[config.mk]
export PLATFORM = sky130hd
export DESIGN_NAME = mem_port_arbiter_flat
export DESIGN_NICKNAME = d
export VERILOG_FILES = /design/src/rtl/mem_port_arbiter_pkg.sv /design/src/rtl/mem_port_arbiter_if.sv /design/src/rtl/mem_port_arbiter_rr.sv /design/src/rtl/mem_port_arbiter.sv /design/src/flat_wrapper.sv
export SDC_FILE = /design/constraint.sdc
export NUM_CORES = 1
export LEC_CHECK = 0
export CORE_MARGIN = 5
export CORE_UTILIZATION = 23
export CTS_CLUSTER_SIZE = 25
export DETAILED_ROUTE_END_ITERATION = 10
export GPL_ROUTABILITY_DRIVEN = 0
export MAX_ROUTING_LAYER = met4
export PLACE_DENSITY_LB_ADDON = 0.2
export SLEW_MARGIN = 20
export SYNTH_ARGS = -nofsm -noshare
export SYNTH_HDL_FRONTEND = slang
export SYNTH_SLANG_ARGS = --single-unit
[constraint.sdc]
create_clock -name clk -period 5.6 [get_ports clk]
set_input_delay 1.4 -clock clk [delete_from_list [all_inputs] [get_ports clk]]
set_output_delay 1.4 -clock clk [all_outputs]
set_load 0.02 [all_outputs]
[src/rtl/mem_port_arbiter_pkg.sv]
// Shared types and the round-robin search used by the memory port arbiter.
package mem_arb_pkg;

    localparam int MAX_NREQ = 8;
    localparam int IDX_W    = $clog2(MAX_NREQ);

    typedef logic [IDX_W-1:0] idx_t;

    typedef struct packed {
        logic found;
        idx_t idx;
    } pick_t;

    // Search ascending from prio, wrapping at nreq-1 -> 0; first valid index wins.
    function automatic pick_t rr_pick(input logic [MAX_NREQ-1:0] valid,
                                      input idx_t prio,
                                      input int nreq);
        pick_t p;
        int    j;
        p = '0;
        for (int k = 0; k < MAX_NREQ; k++) begin
            j = int'(prio) + k;
            if (j >= nreq) j = j - nreq;
            if (k < nreq && !p.found && valid[j[IDX_W-1:0]]) begin
                p.found = 1'b1;
                p.idx   = idx_t'(j);
            end
        end
        return p;
    endfunction

endpackage

[src/rtl/mem_port_arbiter_if.sv]
// Requester-side and RAM-side bundles of the memory port arbiter.
interface mem_arb_req_if #(
    parameter int WIDTH = 8,
    parameter int DATA  = 32,
    parameter int NREQ  = 2
);
    logic [NREQ-1:0]       req_valid;
    logic [NREQ-1:0]       req_ready;
    logic [NREQ-1:0]       req_we;
    logic [NREQ*WIDTH-1:0] req_addr;
    logic [NREQ*DATA-1:0]  req_wdata;
    logic [NREQ-1:0]       rsp_valid;
    logic [DATA-1:0]       rsp_rdata;

    modport master (
        output req_valid, req_we, req_addr, req_wdata,
        input  req_ready, rsp_valid, rsp_rdata
    );
    modport slave (
        input  req_valid, req_we, req_addr, req_wdata,
        output req_ready, rsp_valid, rsp_rdata
    );
endinterface

interface mem_arb_mem_if #(
    parameter int WIDTH = 8,
    parameter int DATA  = 32
);
    logic             mem_w;
    logic [WIDTH-1:0] mem_addr;
    logic [DATA-1:0]  mem_wdata;
    logic [DATA-1:0]  mem_rdata;

    modport master (
        output mem_w, mem_addr, mem_wdata,
        input  mem_rdata
    );
    modport slave (
        input  mem_w, mem_addr, mem_wdata,
        output mem_rdata
    );
endinterface

[src/rtl/mem_port_arbiter_rr.sv]
// Round-robin grant generator; owns the priority pointer.
module rr_arbiter
    import mem_arb_pkg::*;
#(
    parameter int NREQ = 2
) (
    input  logic            clk,
    input  logic            rst_n,
    input  logic [NREQ-1:0] valid,
    input  logic            advance,
    output logic [NREQ-1:0] grant,
    output idx_t            grant_idx
);

    idx_t  prio;
    pick_t pick;

    assign pick      = rr_pick(MAX_NREQ'(valid), prio, NREQ);
    assign grant_idx = pick.idx;

    always_comb begin
        grant = '0;
        for (int i = 0; i < NREQ; i++) begin
            grant[i] = pick.found && (pick.idx == idx_t'(i));
        end
    end

    always_ff @(posedge clk) begin
        if (!rst_n) begin
            prio <= '0;
        end else if (advance) begin
            prio <= (grant_idx == idx_t'(NREQ - 1)) ? '0 : grant_idx + idx_t'(1);
        end
    end

endmodule

[src/rtl/mem_port_arbiter.sv]
// Shares one single-port synchronous RAM among NREQ requesters, round-robin,
// and routes each read response back to the requester that issued it.
module mem_port_arbiter
    import mem_arb_pkg::*;
#(
    parameter int WIDTH = 8,
    parameter int DATA  = 32,
    parameter int NREQ  = 2
) (
    input  logic          clk,
    input  logic          rst_n,
    mem_arb_req_if.slave  req,
    mem_arb_mem_if.master mem
);

    logic [NREQ-1:0] grant;
    idx_t            grant_idx;
    logic            rd_accept;
    logic            rd_pend;
    idx_t            rd_owner;

    rr_arbiter #(.NREQ(NREQ)) u_rr (
        .clk       (clk),
        .rst_n     (rst_n),
        .valid     (req.req_valid),
        .advance   (|req.req_ready),
        .grant     (grant),
        .grant_idx (grant_idx)
    );

    assign req.req_ready = grant & {NREQ{rst_n}};
    assign rd_accept     = |(req.req_ready & ~req.req_we);

    always_comb begin
        mem.mem_w     = 1'b0;
        mem.mem_addr  = '0;
        mem.mem_wdata = '0;
        for (int i = 0; i < NREQ; i++) begin
            if (req.req_ready[i]) begin
                mem.mem_w     = req.req_we[i];
                mem.mem_addr  = req.req_addr[i*WIDTH +: WIDTH];
                mem.mem_wdata = req.req_wdata[i*DATA +: DATA];
            end
        end
    end

    always_ff @(posedge clk) begin
        if (!rst_n) begin
            rd_pend  <= 1'b0;
            rd_owner <= '0;
        end else begin
            rd_pend <= rd_accept;
            if (rd_accept) rd_owner <= grant_idx;
        end
    end

    // A response pending when reset asserts is suppressed immediately, not a cycle late.
    always_comb begin
        req.rsp_valid = '0;
        for (int i = 0; i < NREQ; i++) begin
            req.rsp_valid[i] = rd_pend && rst_n && (rd_owner == idx_t'(i));
        end
    end

    assign req.rsp_rdata = mem.mem_rdata;

endmodule

[src/flat_wrapper.sv]
// flat-port wrapper written by rule: the top's interface ports become plain ports
module mem_port_arbiter_flat import mem_arb_pkg::*;
#(
    parameter int WIDTH = 8,
    parameter int DATA  = 32,
    parameter int NREQ  = 2
)
  (clk, rst_n, req_req_valid, req_req_we, req_req_addr, req_req_wdata, req_req_ready, req_rsp_valid, req_rsp_rdata, mem_mem_w, mem_mem_addr, mem_mem_wdata, mem_mem_rdata);
  mem_arb_req_if #(.WIDTH(WIDTH), .DATA(DATA), .NREQ(NREQ)) req_i ();
  mem_arb_mem_if #(.WIDTH(WIDTH), .DATA(DATA)) mem_i ();
  input  logic clk;
  input  logic rst_n;
  input wire logic [$bits(req_i.req_valid)-1:0] req_req_valid;
  input wire logic [$bits(req_i.req_we)-1:0] req_req_we;
  input wire logic [$bits(req_i.req_addr)-1:0] req_req_addr;
  input wire logic [$bits(req_i.req_wdata)-1:0] req_req_wdata;
  output wire logic [$bits(req_i.req_ready)-1:0] req_req_ready;
  output wire logic [$bits(req_i.rsp_valid)-1:0] req_rsp_valid;
  output wire logic [$bits(req_i.rsp_rdata)-1:0] req_rsp_rdata;
  output wire logic [$bits(mem_i.mem_w)-1:0] mem_mem_w;
  output wire logic [$bits(mem_i.mem_addr)-1:0] mem_mem_addr;
  output wire logic [$bits(mem_i.mem_wdata)-1:0] mem_mem_wdata;
  input wire logic [$bits(mem_i.mem_rdata)-1:0] mem_mem_rdata;
  assign req_i.req_valid = req_req_valid;
  assign req_i.req_we = req_req_we;
  assign req_i.req_addr = req_req_addr;
  assign req_i.req_wdata = req_req_wdata;
  assign req_req_ready = req_i.req_ready;
  assign req_rsp_valid = req_i.rsp_valid;
  assign req_rsp_rdata = req_i.rsp_rdata;
  assign mem_mem_w = mem_i.mem_w;
  assign mem_mem_addr = mem_i.mem_addr;
  assign mem_mem_wdata = mem_i.mem_wdata;
  assign mem_i.mem_rdata = mem_mem_rdata;
  mem_port_arbiter #(.WIDTH(WIDTH), .DATA(DATA), .NREQ(NREQ)) u_core (.clk(clk), .rst_n(rst_n), .req(req_i), .mem(mem_i));
endmodule
=== Word level (Yosys, flattened, before mapping) ===
Cells that the tools add are included.

* Bits in registers: 7
* Input port bits: 118
* Output and inout port bits: 77
* Word-level logic and storage cells: 42

* Add/sub/neg operators: 4
* Order comparisons: 4
* Equality and inequality tests: 2
* Multiplexer cells: 15
* Bitwise gates (word level): 3
* Reduce and logical (&&, ||, !) cells: 11

{| class="wikitable"
|+ Operators with widths
! operator !! number
|-
| two-way mux 32 bit || 2
|-
| two-way mux 8 bit || 2
|-
| two-way mux 3 bit || 3
|-
| less-than comparator 3 x 4 -> 1 bit (second input constant) || 2
|-
| two-way mux 4 bit || 2
|-
| binary-select mux 1 bit (select 3 bit) || 2
|-
| == test 3 x 1 -> 1 bit (second input constant) || 2
|-
| logical AND 1 bit || 6
|-
| logical NOT 3 bit || 2
|-
| subtractor 3 x 2 -> 3 bit (second input constant) || 2
|-
| adder 3 x 1 -> 4 bit (second input constant) || 1
|-
| AND 2 bit || 2
|-
| >= comparator 4 x 2 -> 1 bit (second input constant) || 1
|-
| two-way mux 1 bit || 4
|-
| OR reduction 2 bit || 2
|-
| adder 3 x 1 -> 3 bit (second input constant) || 1
|-
| >= comparator 3 x 2 -> 1 bit (second input constant) || 1
|-
| NOT 2 bit || 1
|-
| logical NOT 1 bit || 1
|}

=== Longest topological paths before layout ===
* Word-level depth: 13
* Gate-level depth with buffers: 8
* Depth with buffers taken out: 7

=== Hierarchy ===
A second synthesis with hierarchy kept.

* Cells, all modules: 143
* Area total of the unflattened synthesis: 1,208.7 um^2

{| class="wikitable"
|+ By module, submodules not included
! module !! times used !! cells each !! area each (um^2) !! sequential area each (um^2)
|-
| mem_port_arbiter || 1 || 108 || 898.4 || 80.1
|-
| rr_arbiter || 1 || 35 || 310.3 || 60.1
|}

=== Worst setup path after synthesis ===
No wires, ideal clock.

* Kind: input-to-output
* Start: in rst_n
* End: out mem_mem_wdata[10]
* Arrival time: 2.657 ns
* Required time: 4.200 ns
* Path slack: 1.543 ns
* Stages: 6
* Buffers on the path: 2
* Cell sequence: clkbuf_1 nand3_1 a221o_1 nand2_1 buf_2 a22o_1

* Cells in the longest elaborated chain, start to end: 3

{| class="wikitable"
|+ RTL lines
! what !! RTL line !! source
|-
| start: declaration || flat_wrapper.sv:12 || <nowiki>input logic rst_n;</nowiki>
|-
| AND 2 bit || mem_port_arbiter.sv:31 || <nowiki>assign req.req_ready = grant & {NREQ{rst_n}};</nowiki>
|-
| net req_req_ready[0] || flat_wrapper.sv:17 || <nowiki>output wire logic [$bits(req_i.req_ready)-1:0] req_req_ready;</nowiki>
|-
| two-way mux 32 bit (2 in series) || mem_port_arbiter.sv:39 || <nowiki>if (req.req_ready[i]) begin</nowiki>
|-
| end: declaration || flat_wrapper.sv:22 || <nowiki>output wire logic [$bits(mem_i.mem_wdata)-1:0] mem_mem_wdata;</nowiki>
|}

The timed path passes the listed nets, and every way through them passes these cells.

=== Final worst setup path ===
* Start: in req_req_valid[1]
* End: out mem_mem_addr[1]

* Cells in the longest elaborated chain, start to end: 11
* Elaborated cells on any way between the ends: 15
* Classes of those cells: 1 x eq/ne; 8 x mux; 1 x bitwise; 5 x reduce/logical

{| class="wikitable"
|+ RTL lines
! what !! RTL line !! source
|-
| start: declaration || flat_wrapper.sv:13 || <nowiki>input wire logic [$bits(req_i.req_valid)-1:0] req_req_valid;</nowiki>
|-
| binary-select mux 1 bit (select 3 bit) || mem_port_arbiter_pkg.sv:24 || <nowiki>if (k < nreq && !p.found && valid[j[IDX_W-1:0]]) begin</nowiki>
|-
| two-way mux 1 bit (implied by the code) || mem_port_arbiter_pkg.sv:24 ||
|-
| two-way mux 4 bit || mem_port_arbiter_pkg.sv:24 ||
|-
| logical NOT 1 bit || mem_port_arbiter_pkg.sv:24 ||
|-
| logical AND 1 bit || mem_port_arbiter_pkg.sv:24 ||
|-
| two-way mux 4 bit (*) || mem_port_arbiter_pkg.sv:24 ||
|-
| logical NOT 3 bit || mem_port_arbiter_rr.sv:24 || <nowiki>grant[i] = pick.found && (pick.idx == idx_t'(i));</nowiki>
|-
| logical AND 1 bit || mem_port_arbiter_rr.sv:24 ||
|-
| AND 2 bit (*) || mem_port_arbiter.sv:31 ||
|-
| two-way mux 8 bit || mem_port_arbiter.sv:39 ||
|-
| two-way mux 8 bit (*) || mem_port_arbiter.sv:39 ||
|-
| end: declaration || flat_wrapper.sv:21 || <nowiki>output wire logic [$bits(mem_i.mem_addr)-1:0] mem_mem_addr;</nowiki>
|}

Every way passes the cells marked *; elsewhere a longest branch is shown, timed or not. The select of a mux whose other input is x is not followed.

==> metrics.md <==
| Metric | Value |
|---|---|
| Most common cell in the synthesized netlist | `a22o_1` |
| Unrepaired setup endpoints after global routing | `false` |
| Highest clock frequency the design can meet | `202 MHz` |
| Number of cells produced by synthesis | `133` |
| Final critical-path share of the clock period | `88.6%` |
| Result of the run | `finished, final reports clean` |
| Post-CTS clock slew at the launch and capture registers of the worst setup and hold paths | `0.04 ns` |
| CP Data Required Time | `4.20 ns` |
| Post-placement setup slack | `0.634 ns` |
| Die Span Y | `about 80 um` |
| Clock tree from TritonCTS | `done` |
| Number of distinct library cells after synthesis | `29` |
| Initial antenna violation count | `0` |
| Crit end category | `output port` |
| # fillers | `467` |
| Ratio of cells with drive above 1 in the final layout | `3.93%` |
| Die area | `approximately 0.0064 mm2` |
| Total negative slack | `0 ns` |
| List of most frequent post-synthesis cells | `a22o_1 (41), buf_4 (32), nand2_1 (8), dfxtp_1 (7), ha_1 (5)` |
| Global routing usage summed across all routing layers | `14.6%` |
| Number of placed instances with taps included | `292` |
| Largest family of logic cells by synthesized area | `compound AO/OA/AOI/OAI gates` |
| Multiplexer share of the synthesized area | `3.79%` |
| # port buffers | `130` |
| Class of the tightest hold or removal check | `reg -> reg` |
| Number of top-level design ports | `195` |
| Die width | `roughly 80 um` |
| Time the worst path needs with I/O delays and setup | `approximately 5 ns` |
| Number of nets produced by synthesis | `approximately 260` |
| Cells resized by post-CTS repair | `0` |
| Number of clock sinks | `7` |
| Average via count per standard cell | `4.67` |
| Total grt overflow | `0` |
| Root Buffer Master | `clkbuf_8` |
| Final Non-Filler Cells | `~300` |
| DR iter-0 viols | `44` |
| Sequential area share after synthesis | `about an eighth` |
| Final Hold Vio Count | `0` |
| Quantity of hold-fixing buffers added after cts | `0` |
| EDFF count, synth | `0` |
| Number of diodes added for antenna fixing | `0` |
| Max Clock Skew | `0.00222 ns` |
| Max-slew violation total from the final report | `0` |
| Leakage | `0.882 nW` |
| Share of the synthesized netlist area taken by xor and xnor gates | `1.56%` |
| Crit start category | `primary input` |
| Largest net degree at the start of global routing | `47` |
| Syn Area/Cell | `8.45 um2` |
| Crit path kind | `in -> out` |
| Areal power density over the cells | `205 mW/mm2` |
| Critical path fanouts, max | `42` |
| Site row count | `25` |
| Post-synth top area cell | `a22o_1` |
| Core region area | `between 0.004 and 0.005 mm2` |
| Post-detailed-route count of antenna-violating nets | `0` |
| Most used flip-flop cell after synthesis | `dfxtp_1` |
| Final setup margin | `0.640 ns` |
| DRT Wirelength | `4900 um` |
| Number of flip-flops and latches in the synthesized netlist | `7` |
| Count of endpoints failing setup in the final report | `0` |
| Yosys top cell area share | `32.0%` |
| Worst Path Arrival | `3.56 ns` |
| Slew margin rel. | `79.7%` |
| Largest cells by area after synthesis | `a22o_1 (32%), buf_4 (21%), dfxtp_1 (12%), ha_1 (5.6%), buf_6 (4.0%)` |
| Via count of the first global-routing pass | `1368` |
| Post-synthesis adder-cell area fraction | `5.57%` |
| Asr flop ratio synth | `0%` |
| Average detailed-routed wire length per instance | `16.6 um` |
| Post-layout nets | `approximately 350` |
| Mapped Area | `between 0.001 and 0.0015 mm2` |
| Starting density of the core | `23.8%` |
| Deepest clock path buffer count | `2` |
| Number of remaining DRC errors | `0` |
| Wire length of the first global-routing pass | `roughly 7100 um` |
| Detailed Routing Iterations Pass 1 | `4` |
| Max-cap check violation count | `0` |
| Area fraction in compound gates after synthesis | `38.2%` |
| Estimated wirelength of the detail-placed design | `4160 um` |
| Slew at the pin closest to its max-slew limit | `0.296 ns` |
| Total via count in the routed design | `approximately 1400` |
| Clock insertion delay at the later pin of the skew report | `roughly 0.23 ns` |
| Depth of the CTS H-tree | `1` |
| Clock buffer count from CTS | `3` |
| Synth warn | `0` |
| Maximum VDD drop | `88.3 uV` |
| Post-CTS setup buffer count | `0` |
| Post-synthesis share of cell area spent on and, or, nand and nor gates | `9.58%` |
| Growth of design area from synthesis to finish | `104%` |
kinds of logic after synthesis:
logic type / count (synthesis)
buffers and inverters: 45
DFF: 7
AOI/OAI and AO/OA: 50
and+or+nand+nor: 21
muxes: 3
adders and majority gates: 5
xor gates and xnor gates: 2
worst max-delay path, cell delays in order:
cell and delay [ns]:
clkdlybuf4s50_1 0.41, mux2i_1 0.19, a21oi_2 0.07, a221o_1 0.34, nand2_1 0.11, buf_12 0.21, a22o_1 0.15, clkdlybuf4s50_1 0.65
metrics by stage:
step	hold slack (ns)	power [mW]	cell area, um2	util [%]
after global routing	0.482	0.497	2290	48.5
after detailed placement	0.450	0.403	2250	47.6
after CTS	0.455	0.477	2290	48.5
after floorplan	0.429	0.261	1120	-
final	0.455	0.469	2290	48.5
after global placement	0.441	0.403	2250	47.6
final cells by class:
type / count / area [um2] / share of cell area, %
Clock buffer: 4 / 45.0 / 1.97
Tap cell: 67 / 83.8 / 3.66
Sequential cell: 7 / 140 / 6.11
Inverter: 4 / 15.0 / 0.655
Timing Repair Buffer: 133 / 1350 / 58.8
Multi-Input combinational cell: 81 / 659 / 28.8
metal layers:
metal,global-route usage (%),share of wire (%)
met2,23.8,49
met1,16.8,38
met5,-,0
met4,2.87,0.61
met3,6.32,12
registers in the layout (all words and copies together) (netlist names):
name / cells
u_core.rd_owner: 3
u_core.rd_pend: 1
u_core.u_rr.prio: 3
worst paths after layout:
path | slack [ns] | depth (start not counted) | end | startpoint
hold / removal | 0.46 | 2 | u_core.rd_owner[2] | u_core.rd_owner[2]
hold reg to reg | 0.46 | 2 | u_core.rd_owner[2] | u_core.rd_owner[2]
setup reg to reg | 3.46 | 8 | u_core.rd_owner[1] | u_core.u_rr.prio[0]
setup / recovery | 0.64 | 8 | mem_mem_addr[1] | req_req_valid[1]
report_power, final:
part | internal, mW | switching (mW) | leakage [nW]
clock | 0.0492 | 0.0216 | 0.0228
sequential | 0.0539 | 0.00457 | 0.0570
combinational | 0.188 | 0.152 | 0.802
total | 0.291 | 0.178 | 0.882
cell usage in the layout, fill, tap and decap left out, drive strengths merged, types with 3 or more instances in the layout:
cell type	count
a22o	41
inv	4
mux2i	3
buf	3
clkbuf	4
nand2	9
ha	5
clkdlybuf4s50	130
dfxtp	7
No activity file was read; power rests on OpenSTA's default activity.
